$ cat config.mk
export PLATFORM = sky130hd
export DESIGN_NAME = restoring_divider_16
export DESIGN_NICKNAME = d
export VERILOG_FILES = /design/src/rtl/div_pkg.sv /design/src/rtl/restoring_divider_16_borrow_subtractor.sv /design/src/rtl/restoring_divider_16.sv
export SDC_FILE = /design/constraint.sdc
export NUM_CORES = 1
export LEC_CHECK = 0
export ABC_AREA = 1
export CAP_MARGIN = 10
export CORE_MARGIN = 2
export CORE_UTILIZATION = 54
export CTS_CLUSTER_DIAMETER = 100
export DETAILED_ROUTE_END_ITERATION = 8
export GPL_TIMING_DRIVEN = 0
export PLACE_DENSITY_LB_ADDON = 0.05
export SLEW_MARGIN = 15
export SYNTH_ARGS = -nofsm -noshare
export SYNTH_HDL_FRONTEND = slang
export SYNTH_SLANG_ARGS = --single-unit
export TNS_END_PERCENT = 5
$ cat constraint.sdc
create_clock -name clk -period 15.6 [get_ports clk]
set_input_delay 1.56 -clock clk [delete_from_list [all_inputs] [get_ports clk]]
set_output_delay 1.56 -clock clk [all_outputs]
set_load 0.01 [all_outputs]
$ cat src/rtl/div_pkg.sv
// Shared types and constants for the restoring divider.
// Pure declarations; no latency, no backpressure.
// Imported by the divider top.
package div_pkg;

    localparam int DIV_WIDTH = 16;

    typedef enum logic [1:0] {
        IDLE,
        RUN,
        DONE
    } div_state_e;

    // Wide enough for any supported WIDTH; the top slices the width it needs.
    localparam logic [63:0] DIV_ZERO_ALL_ONES = '1;

endpackage

$ cat src/rtl/restoring_divider_16_borrow_subtractor.sv
// Ripple-borrow subtractor built from full-subtractor cells: diff = a - b - bin.
// Combinational, zero latency.
// No handshake; the result follows the inputs.
module borrow_subtractor #(
    parameter int N = 17
) (
    input  logic [N-1:0] a,
    input  logic [N-1:0] b,
    input  logic         bin,
    output logic [N-1:0] diff,
    output logic         bout
);

    logic [N:0] bchain;

    assign bchain[0] = bin;

    for (genvar i = 0; i < N; i++) begin : g_cell
        assign diff[i]     = a[i] ^ b[i] ^ bchain[i];
        assign bchain[i+1] = (~a[i] & b[i]) | (~(a[i] ^ b[i]) & bchain[i]);
    end

    assign bout = bchain[N];

endmodule

$ cat src/rtl/restoring_divider_16.sv
// Sequential unsigned restoring divider, one quotient bit per cycle.
// Latency: WIDTH cycles from accept to out_valid (1 cycle for divide by zero).
// Backpressure: result held in DONE until out_ready; in_ready only in IDLE.
module restoring_divider_16
    import div_pkg::*;
#(
    parameter int WIDTH = DIV_WIDTH
) (
    input  logic             clk,
    input  logic             rst_n,
    input  logic             in_valid,
    output logic             in_ready,
    input  logic [WIDTH-1:0] dividend,
    input  logic [WIDTH-1:0] divisor,
    output logic             out_valid,
    input  logic             out_ready,
    output logic [WIDTH-1:0] quotient,
    output logic [WIDTH-1:0] remainder,
    output logic             div_by_zero,
    output logic             busy
);

    localparam int              CW      = $clog2(WIDTH);
    localparam logic [WIDTH-1:0] DZ_QUOT = DIV_ZERO_ALL_ONES[WIDTH-1:0];

    div_state_e       state, state_nxt;
    logic [CW-1:0]    count;
    logic [WIDTH-1:0] rem_q;
    logic [WIDTH-1:0] quo_q;
    logic [WIDTH-1:0] dvsr_q;
    logic             dbz_q;

    logic [WIDTH:0]   shifted;
    logic [WIDTH:0]   diff;
    logic             bout;
    logic             trial_fail;

    assign shifted = {rem_q, quo_q[WIDTH-1]};

    borrow_subtractor #(
        .N(WIDTH + 1)
    ) u_sub (
        .a   (shifted),
        .b   ({1'b0, dvsr_q}),
        .bin (1'b0),
        .diff(diff),
        .bout(bout)
    );

    // Difference MSB and ripple borrow-out coincide for in-range operands.
    assign trial_fail = diff[WIDTH] | bout;

    always_ff @(posedge clk) begin
        if (!rst_n) begin
            state <= IDLE;
        end else begin
            state <= state_nxt;
        end
    end

    always_comb begin
        state_nxt = state;
        case (state)
            IDLE: begin
                if (in_valid) begin
                    state_nxt = (divisor == '0) ? DONE : RUN;
                end
            end
            RUN: begin
                if (count == '0) begin
                    state_nxt = DONE;
                end
            end
            DONE: begin
                if (out_ready) begin
                    state_nxt = IDLE;
                end
            end
            default: state_nxt = IDLE;
        endcase
    end

    always_ff @(posedge clk) begin
        if (!rst_n) begin
            count  <= '0;
            rem_q  <= '0;
            quo_q  <= '0;
            dvsr_q <= '0;
            dbz_q  <= 1'b0;
        end else begin
            case (state)
                IDLE: begin
                    if (in_valid) begin
                        dvsr_q <= divisor;
                        count  <= CW'(WIDTH - 1);
                        if (divisor == '0) begin
                            quo_q <= DZ_QUOT;
                            rem_q <= dividend;
                            dbz_q <= 1'b1;
                        end else begin
                            quo_q <= dividend;
                            rem_q <= '0;
                            dbz_q <= 1'b0;
                        end
                    end
                end
                RUN: begin
                    if (count != '0) begin
                        count <= count - 1'b1;
                    end
                    quo_q <= {quo_q[WIDTH-2:0], ~trial_fail};
                    rem_q <= trial_fail ? shifted[WIDTH-1:0] : diff[WIDTH-1:0];
                end
                DONE: begin
                    if (out_ready) begin
                        dbz_q <= 1'b0;
                    end
                end
                default: ;
            endcase
        end
    end

    assign in_ready    = (state == IDLE);
    assign out_valid   = (state == DONE);
    assign busy        = (state == RUN) || (state == DONE);
    assign quotient    = quo_q;
    assign remainder   = rem_q;
    assign div_by_zero = dbz_q;

endmodule

==> metrics.md, run 1 <==
| Metric | Value |
|---|---|
| Die Y-Extent | around 80 µm |
| Ant diodes | 0 |
| PortBufs | just over 70 |
| Layout area overhead | 28.1% |
| RSZ-0062 raised after global routing | false |
| Row count | 28 |
| Setup crit end kind | flop |
| Die width | approximately 81 µm |
| Vias per cell | ~5.4 |
| Routed WL | roughly 8.2 mm |
| Num ports | 72 |
| DRC | 0 |
| Root Driver | clkbuf_8 |
| Tcrit/Tclk final | 0.489 |
| CTS Buf Count | 5 |
| Initial antenna violation count | 0 |
| Synthesized area per cell | between 7 and 8 µm² |
| Die footprint | between 0.006 and 0.007 mm² |
| Largest cells by area after synthesis | dfxtp_1 34%, fa_1 9.3%, nor2_1 8.2%, nand3_1 6.2%, inv_1 6.1% |
| Final Setup Violations | 0 |
| Worst Hold Class | flop to flop |
| Final ANT Viol Nets | 0 |
| Slowest-stage cell, CP | fa_1 |
| Core ar. | approximately 0.006 mm² |
| Layout cells sized above 1 | 0.0718 |
| Worst skew pair latency | approximately 0.32 ns |
| Setup WS post-layout | 7.98 ns |
| Fill cells | between 400 and 500 |
| Most frequent cells in the layout | 71 x clkdlybuf4s50_1, 70 x nor2_1, 55 x dfxtp_1 |
| MaxCap Viol Count | 0 |
| Final Util | 0.704 |
| Max H-tree Level | 2 |
| Vias in the first global route | approximately 2900 |
| Pin count of the biggest net entering global routing | 18 |
| Vias | around 3200 |
| Syn_nets | a little under 500 |
| CTS tree | yes |
| Final GP Congestion | roughly 0.89 |
| WL/cell | roughly 14 µm |
| Library cells used by synthesis | 28 |
| Grt total ovfl | 0 |
| Sequential-to-total area share from yosys stat | 0.343 |
| Worst Clk Skew | roughly 0.015 ns |
| 1st-pass router iterations | 5 |
| VDD IR max | around 110 µV |
| CTS Sinks | 55 |
| Worst-Margin Slew | roughly 0.47 ns |
| Design area | about 0.0041 mm² |
| CP peak stage delay | about 0.42 ns |
| Post-cts sizing count | 0 |
| Slew Limit Fails | 0 |
| Setup TNS | 0 ns |
| CP Launch Type | flop |
| Longest Clk Path Bufs | 2 |
| Yosys reg bits | 55 |
| WP buf/inv | 3 |
| Outcome | completed |
| Pwr per Cell Area | 221 mW/mm² |
| First-pass GRT wire length | 13.3 mm |
| Crit path arrival time | 7.86 ns |
| Cells after synthesis | roughly 440 |
| Fin. Hold Viols | 0 |
| CP Max Fanout | 8 |
| Synthesis warning total | 0 |
| Hold buffer count at cts | 0 |
| Commonest non-fill, non-tap cell in the layout | clkdlybuf4s50_1 |
| Final Total Pwr | 0.000911 W |
| Initial DRC Count | 298 |
| Worst path most repeated cell | fa_1 |
| Post-DP HPWL | around 6.4 mm |
| Total Routing Usage GR | 0.261 |
| Mapped Area | 0.00321 mm² |
| NumNets Final | 570 |
| Crit Path Category | flop to flop |
| Initial Util | 0.549 |
| Post-DP Area | around 0.004 mm² |
| Yosys top cell area share | 0.343 |
| Setup Fix Bufs, Post-CTS | 0 |
| Minimum clock period | around 7.6 ns |
| Maximum clock rate | 131 MHz |
| Leakage power total | around 1.7 nW |
| Clock slew at reported path FFs | approximately 0.11 ns |
| Area leader, netlist | dfxtp_1 |
| Slew headroom | 0.690 |
| Delay-heaviest family, CP | adder cells |
| DP Worst Slack | roughly 8 ns |
| WP data required | 15.84 ns |
worst paths after layout:
kind / start / end / slack (ns) / depth (start not counted)
worst min register to register: count[0] / count[0] / 0.48 / 2
worst max register to register: quotient[15] / remainder[12] / 7.98 / 26
worst max-delay path: quotient[15] / remainder[12] / 7.98 / 26
worst min-delay path: count[0] / count[0] / 0.48 / 2
sequential cells by signal (all words and copies together) (netlist names):
| name | flops |
|---|---|
| div_by_zero | 1 |
| remainder | 16 |
| count | 4 |
| quotient | 16 |
| state | 2 |
| dvsr_q | 16 |
synth_stat cells:
| cell | number |
|---|---|
| ha_1 | 5 |
| a31oi_2 | 2 |
| buf_4 | 1 |
| buf_2 | 10 |
| nor3_1 | 1 |
| nand4_1 | 12 |
| clkbuf_1 | 6 |
| nand2_1 | 48 |
| inv_2 | 2 |
| inv_1 | 52 |
| o21a_1 | 1 |
| nand3_2 | 1 |
| buf_8 | 2 |
| nor2_2 | 2 |
| nand3_1 | 40 |
| o21ai_2 | 4 |
| o21ai_0 | 36 |
| dfxtp_1 | 55 |
| fa_1 | 15 |
| o21ai_1 | 16 |
| a21oi_1 | 24 |
| nor2_1 | 70 |
| mux2i_1 | 9 |
| buf_1 | 3 |
| clkinv_1 | 1 |
| nand2_4 | 2 |
| a31oi_1 | 13 |
| buf_6 | 3 |
report_power, final:
part / leakage (nW) / internal (W) / total [W] / switching [W]
logic: 1.22 / 0.000255 / 0.000582 / 0.000327
registers: 0.455 / 0.000197 / 0.000241 / 0.0000444
clock network: 0.0474 / 0.0000364 / 0.0000875 / 0.0000510
total: 1.73 / 0.000488 / 0.000911 / 0.000423
cell families (layout without fill, tap and decap cells):
logic type,Yosys count,in the layout,share of synthesized area
muxes,9,9,0.0280
buffers and inverters,80,159,0.113
AOI/OAI and AO/OA,96,96,0.165
and+or+nand+nor,176,176,0.239
DFF,55,55,0.343
adders and majority gates,20,20,0.113
layer usage:
layer,track usage,routed length (µm),part of all wire
met5,0,0,0
met2,0.438,3800,0.46
met3,0.0422,506,0.062
met1,0.352,3770,0.46
met4,0.0644,119,0.015
layout make-up:
class	count	area, µm²	area share
Multi-Input combinational cell	301	1750	0.425
Sequential cell	55	1100	0.267
Timing Repair Buffer	71	711	0.173
Inverter	55	206	0.0502
Buffer	25	155	0.0377
Tap cell	75	93.8	0.0228
Clock buffer	6	82.6	0.0201
Clock inverter	2	16.3	0.00395
metrics by stage:
step	cells	hold slack (ns)
6_report	590	0.476
5_1_grt	590	0.512
4_1_cts	590	0.475
3_5_place_dp	582	0.458
3_3_place_gp	582	0.456
2_1_floorplan	436	0.444
worst register-to-register path: stages, from the launching register on:
cell and delay, ns:
dfxtp_1 0.40, inv_1 0.09, ha_1 0.22, fa_1 0.38
fa_1 0.40, fa_1 0.39, fa_1 0.39, fa_1 0.40
fa_1 0.40, fa_1 0.40, fa_1 0.39, fa_1 0.40
fa_1 0.40, fa_1 0.40, fa_1 0.39, fa_1 0.40
fa_1 0.40, fa_1 0.42, inv_1 0.09, nand2_1 0.07
nand2_1 0.22, inv_1 0.16, nand2_1 0.08, nand3_1 0.06
nand2_1 0.07, nor2_1 0.04, nor2_1 0.11
(Power assumes the default switching activity.)
==> run 2, diff against run 1 <==
--- a/config.mk
+++ b/config.mk
@@ -8,7 +8,7 @@
 export ABC_AREA = 1
 export CAP_MARGIN = 10
 export CORE_MARGIN = 2
-export CORE_UTILIZATION = 54
+export CORE_UTILIZATION = 51
 export CTS_CLUSTER_DIAMETER = 100
 export DETAILED_ROUTE_END_ITERATION = 8
 export GPL_TIMING_DRIVEN = 0
==> constraint.sdc (replaced) <==
create_clock -name clk -period 7.65 [get_ports clk]
set_input_delay 0.765 -clock clk [delete_from_list [all_inputs] [get_ports clk]]
set_output_delay 0.765 -clock clk [all_outputs]
set_load 0.01 [all_outputs]
==> run 2 against run 1 <==
  * Design area increased by 2.0%
  * Setup slack got worse by 7.6 ns
  * Sequential cell count unchanged
  * Largest cell class unchanged
  * Non-clock buffer count increased by 3
  * Maximum frequency increased by 4.2%
  * Critical path depth decreased by 1
  * Global-route usage decreased by 0.73 points
==> metrics.md, run 2 (synthesis gave the netlist of run 1 again) <==
| Metric | Value |
|---|---|
| Outcome | completed |
| Final Non-Filler Cells | about 600 |
| Hold buffer count at cts | 0 |
| Initial DRC Count | 269 |
| Final Setup Violations | 0 |
| 1st-pass router iterations | 5 |
| Maximum clock rate | about 140 MHz |
| Num ports | 72 |
| Max H-tree Level | 2 |
| VDD IR max | around 250 µV |
| NumNets Final | ~570 |
| CP peak stage delay | between 0.4 and 0.5 ns |
| Die Y-Extent | 83.4 µm |
| Layout area overhead | 30.6% |
| WL/cell | 14.9 µm |
| CTS tree | yes |
| Setup TNS | 0 ns |
| Initial Util | 0.536 |
| Root Driver | clkbuf_8 |
| GR met2 Demand/Resource | 0.416 |
| Met1 Usage GRT | 0.349 |
| Total Routing Usage GR | 0.254 |
| Routed WL | around 8.8 mm |
| CP Max Fanout | 10 |
| RSZ-0062 raised after global routing | false |
| Gr busiest metal | met2 |
| Vias per cell | 5.40 |
| Worst Clk Skew | about 0.017 ns |
| First-pass GRT wire length | approximately 14 mm |
| Worst skew pair latency | between 0.3 and 0.4 ns |
| Layout cells sized above 1 | 0.0907 |
| Final GP Congestion | between 0.8 and 0.9 |
| Slowest-stage cell, CP | fa_1 |
| Initial antenna violation count | 0 |
| Crit Path Category | flop to flop |
| CTS Sinks | between 50 and 60 |
| Tcrit/Tclk final | 0.956 |
| Worst Hold Class | flop to flop |
| Setup crit end kind | flop |
| Row count | 28 |
| Slew headroom | 0.656 |
| Grt total ovfl | 0 |
| Commonest non-fill, non-tap cell in the layout | clkdlybuf4s50_1 |
| Minimum clock period | 7.31 ns |
| Met3 usage | 0.0507 |
| Leakage power total | between 1.5 and 2 nW |
| Fill cells | roughly 510 |
| Pin count of the biggest net entering global routing | 18 |
| Final ANT Viol Nets | 0 |
| Ant diodes | 0 |
| MaxCap Viol Count | 0 |
| Vias | about 3200 |
| Worst-Margin Slew | 0.515 ns |
| Worst path most repeated cell | fa_1 |
| Crit path arrival time | 7.57 ns |
| Longest Clk Path Bufs | 2 |
| CTS Buf Count | 5 |
| PortBufs | approximately 70 |
| Die width | 83.4 µm |
| Pwr per Cell Area | 473 mW/mm² |
| Vias in the first global route | roughly 3000 |
| Die footprint | about 0.007 mm² |
| Core ar. | about 0.0060 mm² |
| Clock slew at reported path FFs | around 0.12 ns |
| CP Launch Type | flop |
| WP data required | roughly 7.9 ns |
| Most frequent cells in the layout | 71 x clkdlybuf4s50_1, 70 x nor2_1, 54 x dfxtp_1 |
| DRC | 0 |
| Inst Count DP | between 500 and 600 |
| Post-DP HPWL | ~6.6 mm |
| Slew Limit Fails | 0 |
| Fin. Hold Viols | 0 |
==> run 2: cell count changes in the layout (fill, tap and decap cells not counted), moves of 2 or more <==
cell / change
bufinv_16: +2
fa_1: -3
fa_2: +3
buf_4: +3
==> run 2: critical path: cells and delay by family (launching register included) <==
| kind | cells | cell delay [ns] |
|---|---|---|
| adder cells (fa/ha/maj) | 16 | 6.02 |
| AND/OR/NAND/NOR | 4 | 0.36 |
| AO/OA/AOI/OAI | 1 | 0.12 |
| buffers and inverters | 4 | 0.40 |
| flip-flops | 1 | 0.37 |
==> run 2: power by group <==
group | switching (W) | internal, W
sequential | 0.0000966 | 0.000402
combinational | 0.000698 | 0.000555
clock | 0.000104 | 0.000131
total | 0.000898 | 0.00109
==> run 2: cell type report <==
class,instances,area [µm²],area share
Clock buffer,5,68.8,0.0164
Timing Repair Buffer,74,733,0.175
Inverter,55,210,0.0501
Clock inverter,3,67.6,0.0161
Sequential cell,55,1100,0.263
Tap cell,75,93.8,0.0224
Buffer,25,156,0.0373
Multi-Input combinational cell,301,1770,0.421
==> run 2: metal layers <==
metal	wire length, µm	part of all wire
met1	3920	0.44
met2	4140	0.47
met3	668	0.076
met4	85	0.0096
met5	0	0
==> run 2: per-stage QoR <==
stage	hold slack [ns]	utilization	setup slack, ns	total power (W)	cell area [µm²]
global placement	0.454	0.671	0.103	0.00165	4020
finish	0.486	0.701	0.337	0.00199	4200
global route	0.503	0.701	0.0197	0.00217	4200
CTS	0.485	0.693	0.00774	0.00193	4150
floorplan	0.444	-	0.514	0.00129	3210
detailed placement	0.468	0.671	0.0427	0.00169	4020
==> run 2: final timing paths <==
| check | startpoint | end | slack, ns | cells after the start |
|---|---|---|---|---|
| setup / recovery | quotient[15] | remainder[3] | 0.34 | 25 |
| hold / removal | count[0] | count[0] | 0.49 | 2 |
| setup reg to reg | quotient[15] | remainder[3] | 0.34 | 25 |
| hold reg to reg | count[0] | count[0] | 0.49 | 2 |
==> run 2: what timing repair did <==
| action | 4_1_cts | 5_1_grt |
|---|---|---|
| buffers inserted | 0 | 3 |
| resized for setup | 0 | 10 |
| setup endpoints to repair | 0 | 17 |
==> edit (settings of run 1) <==
The 3 states of `div_state_e` get a one-hot encoding in 3 bits.
--- a/src/rtl/div_pkg.sv
+++ b/src/rtl/div_pkg.sv
@@ -5,10 +5,10 @@
 
     localparam int DIV_WIDTH = 16;
 
-    typedef enum logic [1:0] {
-        IDLE,
-        RUN,
-        DONE
+    typedef enum logic [2:0] {
+        IDLE = 3'b001,
+        RUN  = 3'b010,
+        DONE = 3'b100
     } div_state_e;
 
     // Wide enough for any supported WIDTH; the top slices the width it needs.
Function: same outputs for any inputs over 10 cycles, from zero or initial values and one cycle with rst_n low; not proved beyond that.
==> edit against run 1 <==
  * Critical path depth fell by 2
  * Wire length rose by 9.3%
  * Cell count rose by 11%
  * Worst hold slack improved by 0.0091 ns
  * Sequential cell count rose by 1
  * Synthesized cell count rose by 14%
  * Global-route usage rose by 0.64 points
  * Clock skew fell by 0.013 ns
  * Synthesized area rose by 6.9%
  * Count of clock-buffer cells in the layout rose by 2
  * Worst setup slack got worse by 0.047 ns
  * Design area rose by 5.0%
  * Largest cell class unchanged
  * Highest routed layer unchanged
Power is not compared: it rests on default switching activity, and its combinational part moved more than twofold at a synthesized area within 25%.
==> edit: results (changes against run 1) <==
STA:
- The worst hold margin is 0.485 ns (+0.00912 ns).
- The slew at the pin closest to its max-slew limit came to 0.505 ns (+0.0400 ns).
- The final setup skew was 0.00252 ns (-0.0129 ns).

Logic synthesis:
- Yosys attributes the largest share of cell area to dfxtp_1 (33%), nand2_1 (14%), fa_1 (8.7%), nand3_1 (8.3%), inv_1 (8.1%).
- The part of the Yosys area used for sequential elements is 32.6% (-1.6 points).
- The compound-gate portion of the synthesized area is 13.1% (-3.4 points).
- The fraction of synthesized area in multiplexers was 0% (-2.8 points).
- The commonest cells after synthesis are nand2_1 (127), inv_1 (74), nand3_1 (57), dfxtp_1 (56), a21oi_1 (50).
- The number of unique standard cell types used by synthesis is 27 (-3.6%).

Worst setup path:
- The arrival time reported for the critical path endpoint is 7.88 ns (+0.02 ns).
- The reg2reg setup slack is 7.93 ns (-0.05 ns).
- The critical path ends at remainder[6].
- The peak per-stage delay on the critical path came to 0.44 ns (+0.02 ns).

Detailed routing:
- The number of design-rule violations left by the first detailed-router iteration is 205 (-31%).

Layout:
- The number of inserted filler cells in the final layout is 576 (+19%).
- The layout net count is 628 (+10%).

Placed design:
- The sum of net half-perimeters after detailed placement is 6930 um (+8.9%).
- The count of buffers inserted at the top-level ports was 70 (-1.4%).
- The placer's final routability congestion estimate is 0.906 (+2.3%).

Global routing:
- The maximum number of pins on one net before global-route repair is 16 (-2).
- The met1 global-route usage was 34.5% (-0.72 points).
- The global routing usage summed across all routing layers is 26.7% (+0.64 points).
- The via count of the first global-routing pass is 3342 (+15%).

Status:
- The run finished with clean final reports.

Die:
- The number of placement rows is 29 (+3.6%).
edit: changes by cell type in the layout (fill, tap and decap cells not counted), sizes merged, moves of 3 or more:
cell    change
nand3b      +6
nand2      +81
mux2i       -9
inv        +23
a31oi      -15
ha          -3
nor2       -53
o21ai      -16
a21oi      +26
nand3      +18
clkbuf      +6
edit: layout make-up:
class,instances,share of cell area (%)
inverters,78,6.86
plain buffers,28,4.11
multi-input cells,336,42.6
flip-flops and latches,56,25.9
clock buffers,8,2.08
well taps,77,2.23
repair buffers,70,16.2
edit: per-stage QoR:
stage	setup slack (ns)	util [%]	std cells
after floorplan	8.44	-	498
after global placement	8.07	67.8	645
after detailed placement	7.98	67.8	645
after CTS	7.96	69.3	653
after global routing	7.62	69.3	653
final	7.93	69.3	653
edit: report_power, final:
part	switching [W]	internal (W)	total (W)
clock network	0.0000481	0.0000364	0.0000845
logic	0.000145	0.000116	0.000261
registers	0.0000210	0.000168	0.000189
total	0.000214	0.000320	0.000534
